`config.mk`:
```
export PLATFORM = sky130hd
export DESIGN_NAME = rr_hold_arbiter
export DESIGN_NICKNAME = d
export VERILOG_FILES = /design/src/rtl/rr_hold_arbiter.sv
export SDC_FILE = /design/constraint.sdc
export NUM_CORES = 1
export LEC_CHECK = 0
export BUFFER_PORTS_ARGS = -buffer_cell sky130_fd_sc_hd__buf_2
export CAP_MARGIN = 10
export CORE_MARGIN = 2
export CORE_UTILIZATION = 35
export CTS_CLUSTER_SIZE = 12
export DETAILED_ROUTE_END_ITERATION = 8
export HOLD_SLACK_MARGIN = 0.03
export SYNTH_ARGS = -nofsm -noshare
export SYNTH_HDL_FRONTEND = slang
export SYNTH_SLANG_ARGS = --single-unit
```
`constraint.sdc`:
```
create_clock -name clk -period 5.05 [get_ports clk]
set_input_delay 0 -clock clk [delete_from_list [all_inputs] [get_ports clk]]
set_output_delay 0 -clock clk [all_outputs]
set_load 0.05 [all_outputs]
```
`src/rtl/rr_hold_arbiter.sv`:
```
// rr_hold_arbiter: round-robin arbiter with a bounded per-requester hold on the shared port.
// Define ARB_STATS_EN to build the stat_conflicts contention counter; otherwise it reads 0.
module rr_hold_arbiter #(
    parameter int NUM_CORES = 16,
    parameter int MAX_HOLD  = 4
) (
    input  logic                            clk,
    input  logic                            reset,
    input  logic [NUM_CORES-1:0]            request,
    input  logic [NUM_CORES-1:0]            hold,
    output logic [NUM_CORES-1:0]            grant_oh,
    output logic [$clog2(NUM_CORES)-1:0]    grant_id,
    output logic                            grant_valid,
    output logic [$clog2(MAX_HOLD+1)-1:0]   hold_cnt,
    output logic [15:0]                     stat_conflicts
);
    localparam int IW = $clog2(NUM_CORES);
    localparam int HW = $clog2(MAX_HOLD + 1);

    typedef enum logic {IDLE, OWNED} state_t;

    state_t               state, state_n;
    logic [IW-1:0]        ptr, ptr_n, grant_id_n, win_id, idx;
    logic [NUM_CORES-1:0] grant_oh_n, others;
    logic [HW-1:0]        hold_cnt_n;
    logic                 found, keep;

    assign others      = request & ~grant_oh;
    assign grant_valid = |grant_oh;
    // The hold limit only bites when someone else is waiting.
    assign keep = state == OWNED && request[grant_id] && hold[grant_id] &&
                  (hold_cnt < HW'(MAX_HOLD) || others == '0);

    always_comb begin
        found  = 1'b0;
        win_id = '0;
        idx    = '0;
        for (int i = 0; i < NUM_CORES; i++) begin
            idx = IW'((int'(ptr) + i) % NUM_CORES);
            if (!found && request[idx]) begin
                found  = 1'b1;
                win_id = idx;
            end
        end
    end

    always_comb begin
        state_n    = IDLE;
        grant_oh_n = '0;
        grant_id_n = '0;
        hold_cnt_n = '0;
        ptr_n      = ptr;
        if (keep) begin
            state_n    = OWNED;
            grant_oh_n = grant_oh;
            grant_id_n = grant_id;
            hold_cnt_n = hold_cnt < HW'(MAX_HOLD) ? hold_cnt + 1'b1 : hold_cnt;
        end else if (found) begin
            state_n    = OWNED;
            grant_oh_n = NUM_CORES'(1) << win_id;
            grant_id_n = win_id;
            hold_cnt_n = HW'(1);
            ptr_n      = win_id == IW'(NUM_CORES - 1) ? '0 : win_id + 1'b1;
        end
    end

    always_ff @(posedge clk or posedge reset) begin
        if (reset) begin
            state    <= IDLE;
            grant_oh <= '0;
            grant_id <= '0;
            hold_cnt <= '0;
            ptr      <= '0;
        end else begin
            state    <= state_n;
            grant_oh <= grant_oh_n;
            grant_id <= grant_id_n;
            hold_cnt <= hold_cnt_n;
            ptr      <= ptr_n;
        end
    end

`ifdef ARB_STATS_EN
    always_ff @(posedge clk or posedge reset) begin
        if (reset)
            stat_conflicts <= '0;
        else if (state == OWNED && others != '0 && stat_conflicts != 16'hFFFF)
            stat_conflicts <= stat_conflicts + 16'd1;
    end
`else
    assign stat_conflicts = '0;
`endif

    assert property (@(posedge clk) disable iff (reset)
        $onehot0(grant_oh) && grant_valid == |grant_oh);

endmodule
```
; Word-level counts from Yosys, hierarchy flattened
; Index checks and enable logic that the tools add are counted.
; Widths: inputs -> output; s select.
[word_totals]
register_bits = 28
latchBits = 0
mem_bits_rw = 0
romBits = 0
inputBits = 34
out_inout_bits = 40
word_cells = 159
mem_count = 0
[classes]
addsub = 17
multipliers = 0
div = 0
n_lt_le_gt_ge = 18
eq_ne = 2
shift = 1
mux = 76
bitwise = 3
reduce_logical = 37
[op_table]
columns = op, count
row1 = $lt 4x5->1 const B, 17
row2 = $bmux 1 s4, 18
row3 = $mux 4, 18
row4 = $mux 1, 37
row5 = $add 4x4->4 const B, 8
row6 = $logic_and 1x1->1, 18
row7 = $add 4x3->4 const B, 4
row8 = $and 16x16->16, 1
row9 = $logic_not 16->1, 1
row10 = $mux 16, 1
row11 = $not 16->16, 1
row12 = $reduce_or 16->1, 1
row13 = $shl 1x4->16 const A, 1
row14 = $logic_not 1->1, 15
row15 = $add 4x1->4 const B, 2
row16 = $add 4x2->4 const B, 2
row17 = $mux 3, 2
row18 = $eq 4x4->1 const B, 1
row19 = $add 3x1->3 const B, 1
row20 = $lt 3x3->1 const B, 1
row21 = $ne 2x1->1 const B, 1
row22 = $reduce_and 2->1, 1
row23 = $logic_or 1x1->1, 1
row24 = $not 1->1, 1

; Longest topological paths before layout
[depth]
ltp_word = 50
mapped_depth = 21
ltp_nobuf = 14

; Least setup slack after synthesis
; No wires, ideal clock.
[synth_timing]
path_kind = register -> register
start = reg ptr[1]
end = reg ptr[2]
setup_ns = 0.096
arrival_time_ns = 5.267
required_ns = 4.954
slack_ns = -0.313
stages_incl_launch_ff = 21
path_buffers = 7
synth_period_minus_slack_ns = 5.363
cell_sequence = dfrtp_1 buf_2 buf_2 buf_2 clkbuf_1 inv_1 ha_1 buf_6 buf_8 mux2_2 mux4_1 and3_1 or4_1 nor4b_1 o31ai_1 o22a_1 or3_1 clkbuf_1 ha_1 inv_1 o31ai_1
[synth_via]
elab_chain_cells = 50
elab_cells_between_ends = 113
[synth_rtl]
columns = item, line
row1 = from (decl), 23  ; logic [IW-1:0] ptr, ptr_n, grant_id_n, win_id, idx;
row2 = from (signal assigned), 79  ; ptr <= ptr_n;
row3 = branches (longest 50 deep; another with $add 4x1->4), -
; Several ways; the timed one is not identified. The select of a mux whose other input is x is not followed.
; A chain may end at the register's enable or synchronous reset.

; Worst setup path in the final report
[layout_timing]
start = reg ptr[0]
end = reg ptr[0]
; Same word-level chain as after synthesis.

==> qor.csv <==
stage,metric,value,unit
status,run status,"finished, final reports clean",
yosys,ys flop type,dfrtp_1,
global_route,number of global-route vias before repair,4132,
worst_setup_path,worst setup path startpoint,ptr[0]$_DFFE_PP0P_,
yosys,xor and xnor area share after synthesis,2.43,%
sta,Slew headroom,28.8,%
routing,DRC viols,0,
floorplan,Die Span X,115,um
clock_tree,clock sink count,28,
yosys,most numerous cell in the Yosys netlist,nand2_1,
routing,total number of vias,4252,
floorplan,top-level I/O count,74,
floorplan,Die H,115,um
floorplan,DIE AREA,0.0133,mm^2
place,Routability Congestion,0.974,
routing,DRT iter0 DRCs,419,
worst_setup_path,Startpoint Class,flip-flop,
global_route,first-pass GRT wire length,23500,um
sta,RSZ-0062 raised after global routing,false,
sta,"Hold Vio Cnt, Final",0,
hold_path,Worst Hold Class,input pin to asynchronous set/reset pin,
yosys,multiplexer share of the synthesized area,29.3,%
job,maxcap violations,0,
sta,Slew @ Worst Pin,1.07,ns
worst_setup_path,Critical R2R Capture,ptr[0]$_DFFE_PP0P_,
yosys,Area contributors post-synth,"dfrtp_1 16%, mux4_2 13%, mux2_2 5.5%",
yosys,asr flop ratio synth,100,%
yosys,leading area contributor after synthesis,dfrtp_1,
yosys,Yosys reg bits,28,
floorplan,Initial Util,36.0,%
worst_setup_path,worst-path fanout max,14,
sta,final setup violation count,0,
yosys,Simple-Gate Fraction of Synth Area,17.5,%
clock_tree,"Clk Latency, worst-skew pair",0.26,ns
yosys,largest family of logic cells by synthesized area,multiplexers,
sta,fin. max-slew vios,0,
yosys,number of synthesized flops with an enable pin,0,
worst_setup_path,crit path DAT,4.82,ns
yosys,"Seq/Total Area, Yosys",16.2,%
global_route,largest net degree at the start of global routing,37,
sta,setup TNS,0,ns
worst_setup_path,WP buf/inv,1,
routing,antenna-violating nets left,0,
clock_tree,clk buf depth,2,
yosys,Synth Area in Compound Gates,21.6,%
floorplan,Rows,40,
yosys,Cells after Synth,479,
sta,Tcrit/Tclk final,92.7,%
layout,Fillers,1202,
worst_setup_path,worst r2r src,ptr[0]$_DFFE_PP0P_,
yosys,area of the mapped netlist,0.00432,mm^2
sta,Fmax,214,MHz
worst_setup_path,critical-path cell list,"inv_1, ha_2, mux2_2, mux4_1, mux2i_1, and3_1, nand4_2, a2111oi_0, or4_1, o21a_1, ha_1, o31ai_1, nor2_1, o22ai_1",
worst_setup_path,Levels on crit path,14,
clock_tree,CTS tree,done,
clock_tree,Inserted Clock Buffers,3,
clock_tree,clock-pin slew of the registers on the worst-case setup and hold paths,0.07,ns
yosys,commonest cells in the netlist,"38 x nand2_1, 33 x inv_1, 28 x dfrtp_1, 25 x mux4_2, 24 x clkbuf_1",
routing,vias per inst,6.33,
worst_setup_path,critical path capture point type,flip-flop,
clock_tree,clk root buf,clkbuf_16,
worst_setup_path,CP required,5.19,ns
worst_setup_path,slowest CP cell,mux4_1,
layout,nets,573,
yosys,Unique masters post-synth,71,
worst_setup_path,critical path type,flip-flop to flip-flop,
floorplan,core region area,0.0120,mm^2
worst_setup_path,worst r2r path cells,14,
yosys,Mean Syn Cell Area,9.03,um^2
layout,Final Cell Area,0.00483,mm^2
yosys,Synth Area in Adders,3.76,%
layout,# diodes,0,
yosys,YS warnings,0,
worst_setup_path,Worst path top cell family by delay,multiplexers,
layout,proportion of layout cells with a drive suffix above 1,26.7,%
place,Placed Area,0.00472,mm^2
layout,Layout area overhead,11.8,%
global_route,initial antenna violation count,0,
worst_setup_path,crit path capture,ptr[0]$_DFFE_PP0P_,
global_route,Total GRT Usage,22.5,%
routing,Pre-antenna DRT Iters,5,
sta,minimum clock period,4.68,ns
place,Detail Placement HPWL,10800,um
worst_setup_path,flop2flop setup slack,0.37,ns
yosys,Yosys top cell area share,16.2,%
clock_tree,Post-CTS Setup Repair Bufs,0,
routing,drt total wl,14600,um
routing,drt wl/cell,21.7,um
sta,clock skew,0.00387,ns
worst_setup_path,CP max stage delay,0.64,ns
global_route,grt ovf,0,
place,Port Buffers,57,
clock_tree,H-tree Lvls,1,
## metrics by stage
stage | instances | setup slack (ns) | util, % | hold slack [ns]
2_1_floorplan | 494 | 0.00931 | - | 0.0654
5_1_grt | 672 | 0.0292 | 40.2 | 0.597
3_3_place_gp | 667 | 0.411 | 39.3 | 0.307
3_5_place_dp | 667 | 0.349 | 39.3 | 0.304
6_report | 672 | 0.368 | 40.2 | 0.540
4_1_cts | 672 | 0.318 | 40.2 | 0.562
## sequential cells by signal (all words and copies together), names as in the netlist
signal and cells:
grant_oh 16, ptr 4, hold_cnt 3, state 1, grant_id 4
## worst min-delay path: stages
cell,delay (ns)
dlygate4sd3_1,0.53
buf_2,0.11
inv_1,0.76
## logic make-up (layout without fill, tap and decap cells)
kind of cell | count (synthesis) | after routing
mux | 77 | 77
fa+ha+maj | 13 | 13
other cells | 1 | 16
compound gates | 125 | 125
flops | 28 | 28
simple gates | 140 | 140
xor+xnor | 12 | 12
buf+inv | 83 | 114
## cell usage in the layout (no fill, tap or decap), types with 4 or more instances in the layout
| master | synthesis | layout |
|---|---|---|
| nand2_1 | 38 | 38 |
| nand2b_1 | 6 | 6 |
| o211ai_1 | 8 | 8 |
| mux2_2 | 21 | 21 |
| xor2_1 | 4 | 4 |
| a22o_1 | 17 | 17 |
| o21a_1 | 5 | 5 |
| mux4_1 | 8 | 8 |
| buf_4 | 16 | 18 |
| a21oi_1 | 11 | 11 |
| nor2_1 | 21 | 21 |
| o22ai_1 | 9 | 9 |
| nor2b_1 | 6 | 6 |
| inv_1 | 33 | 33 |
| and3_1 | 10 | 10 |
| o31ai_1 | 4 | 4 |
| nor4_1 | 8 | 8 |
| nor3_1 | 10 | 10 |
| mux2i_1 | 21 | 21 |
| dfrtp_1 | 28 | 28 |
| o21ai_0 | 22 | 22 |
| nand3_1 | 15 | 15 |
| nand4_1 | 5 | 5 |
| conb_1 | 1 | 16 |
| buf_2 | 5 | 57 |
| xnor2_1 | 8 | 8 |
| mux4_2 | 25 | 25 |
| ha_1 | 13 | 12 |
| and2_1 | 4 | 4 |
| a22oi_1 | 8 | 8 |
| a221oi_1 | 4 | 4 |
## worst min-delay path by stage
stage                     cells past startpoint                     from  slack, ns                 endpoint
final                                         3                    reset       0.54          state$_DFF_PP0_
after global routing                          1  grant_id[3]$_DFFE_PP0N_       0.60  grant_id[3]$_DFFE_PP0N_
after CTS                                     3                    reset       0.56          state$_DFF_PP0_
after detailed placement                      2                    reset       0.30          state$_DFF_PP0_
after global placement                        2                    reset       0.31          state$_DFF_PP0_
after floorplan                               1                    reset       0.07  grant_id[0]$_DFFE_PP0N_
## what timing repair did
item,in CTS,in global routing
endpoints found under the hold margin,28,0
setup endpoints to repair,0,10
hold buffers,1,0
gates resized for setup,0,1
## cell type report
type	instances	area, um^2	area share, %
Clock buffer	3	75.1	1.55
Clock inverter	1	30.0	0.621
Inverter	34	128	2.64
Multi-Input combinational cell	383	3290	68.0
Sequential cell	28	701	14.5
Tap cell	147	184	3.81
Timing Repair Buffer	76	430	8.90
## metal layers
layer / track usage (%) / wire [um] / part of all wire [%] / up-vias
met4: 6.35 / 340 / 2.3 / 0
met3: 2.48 / 1150 / 7.8 / 26
met1: 31.8 / 6320 / 43 / 2061
met2: 36.5 / 6790 / 47 / 248
met5: 0 / 0 / 0 / -
li1: - / - / - / 1917
Power is not shown: default switching activity piles up to over one toggle a cycle in this logic, so the estimate is an artifact.
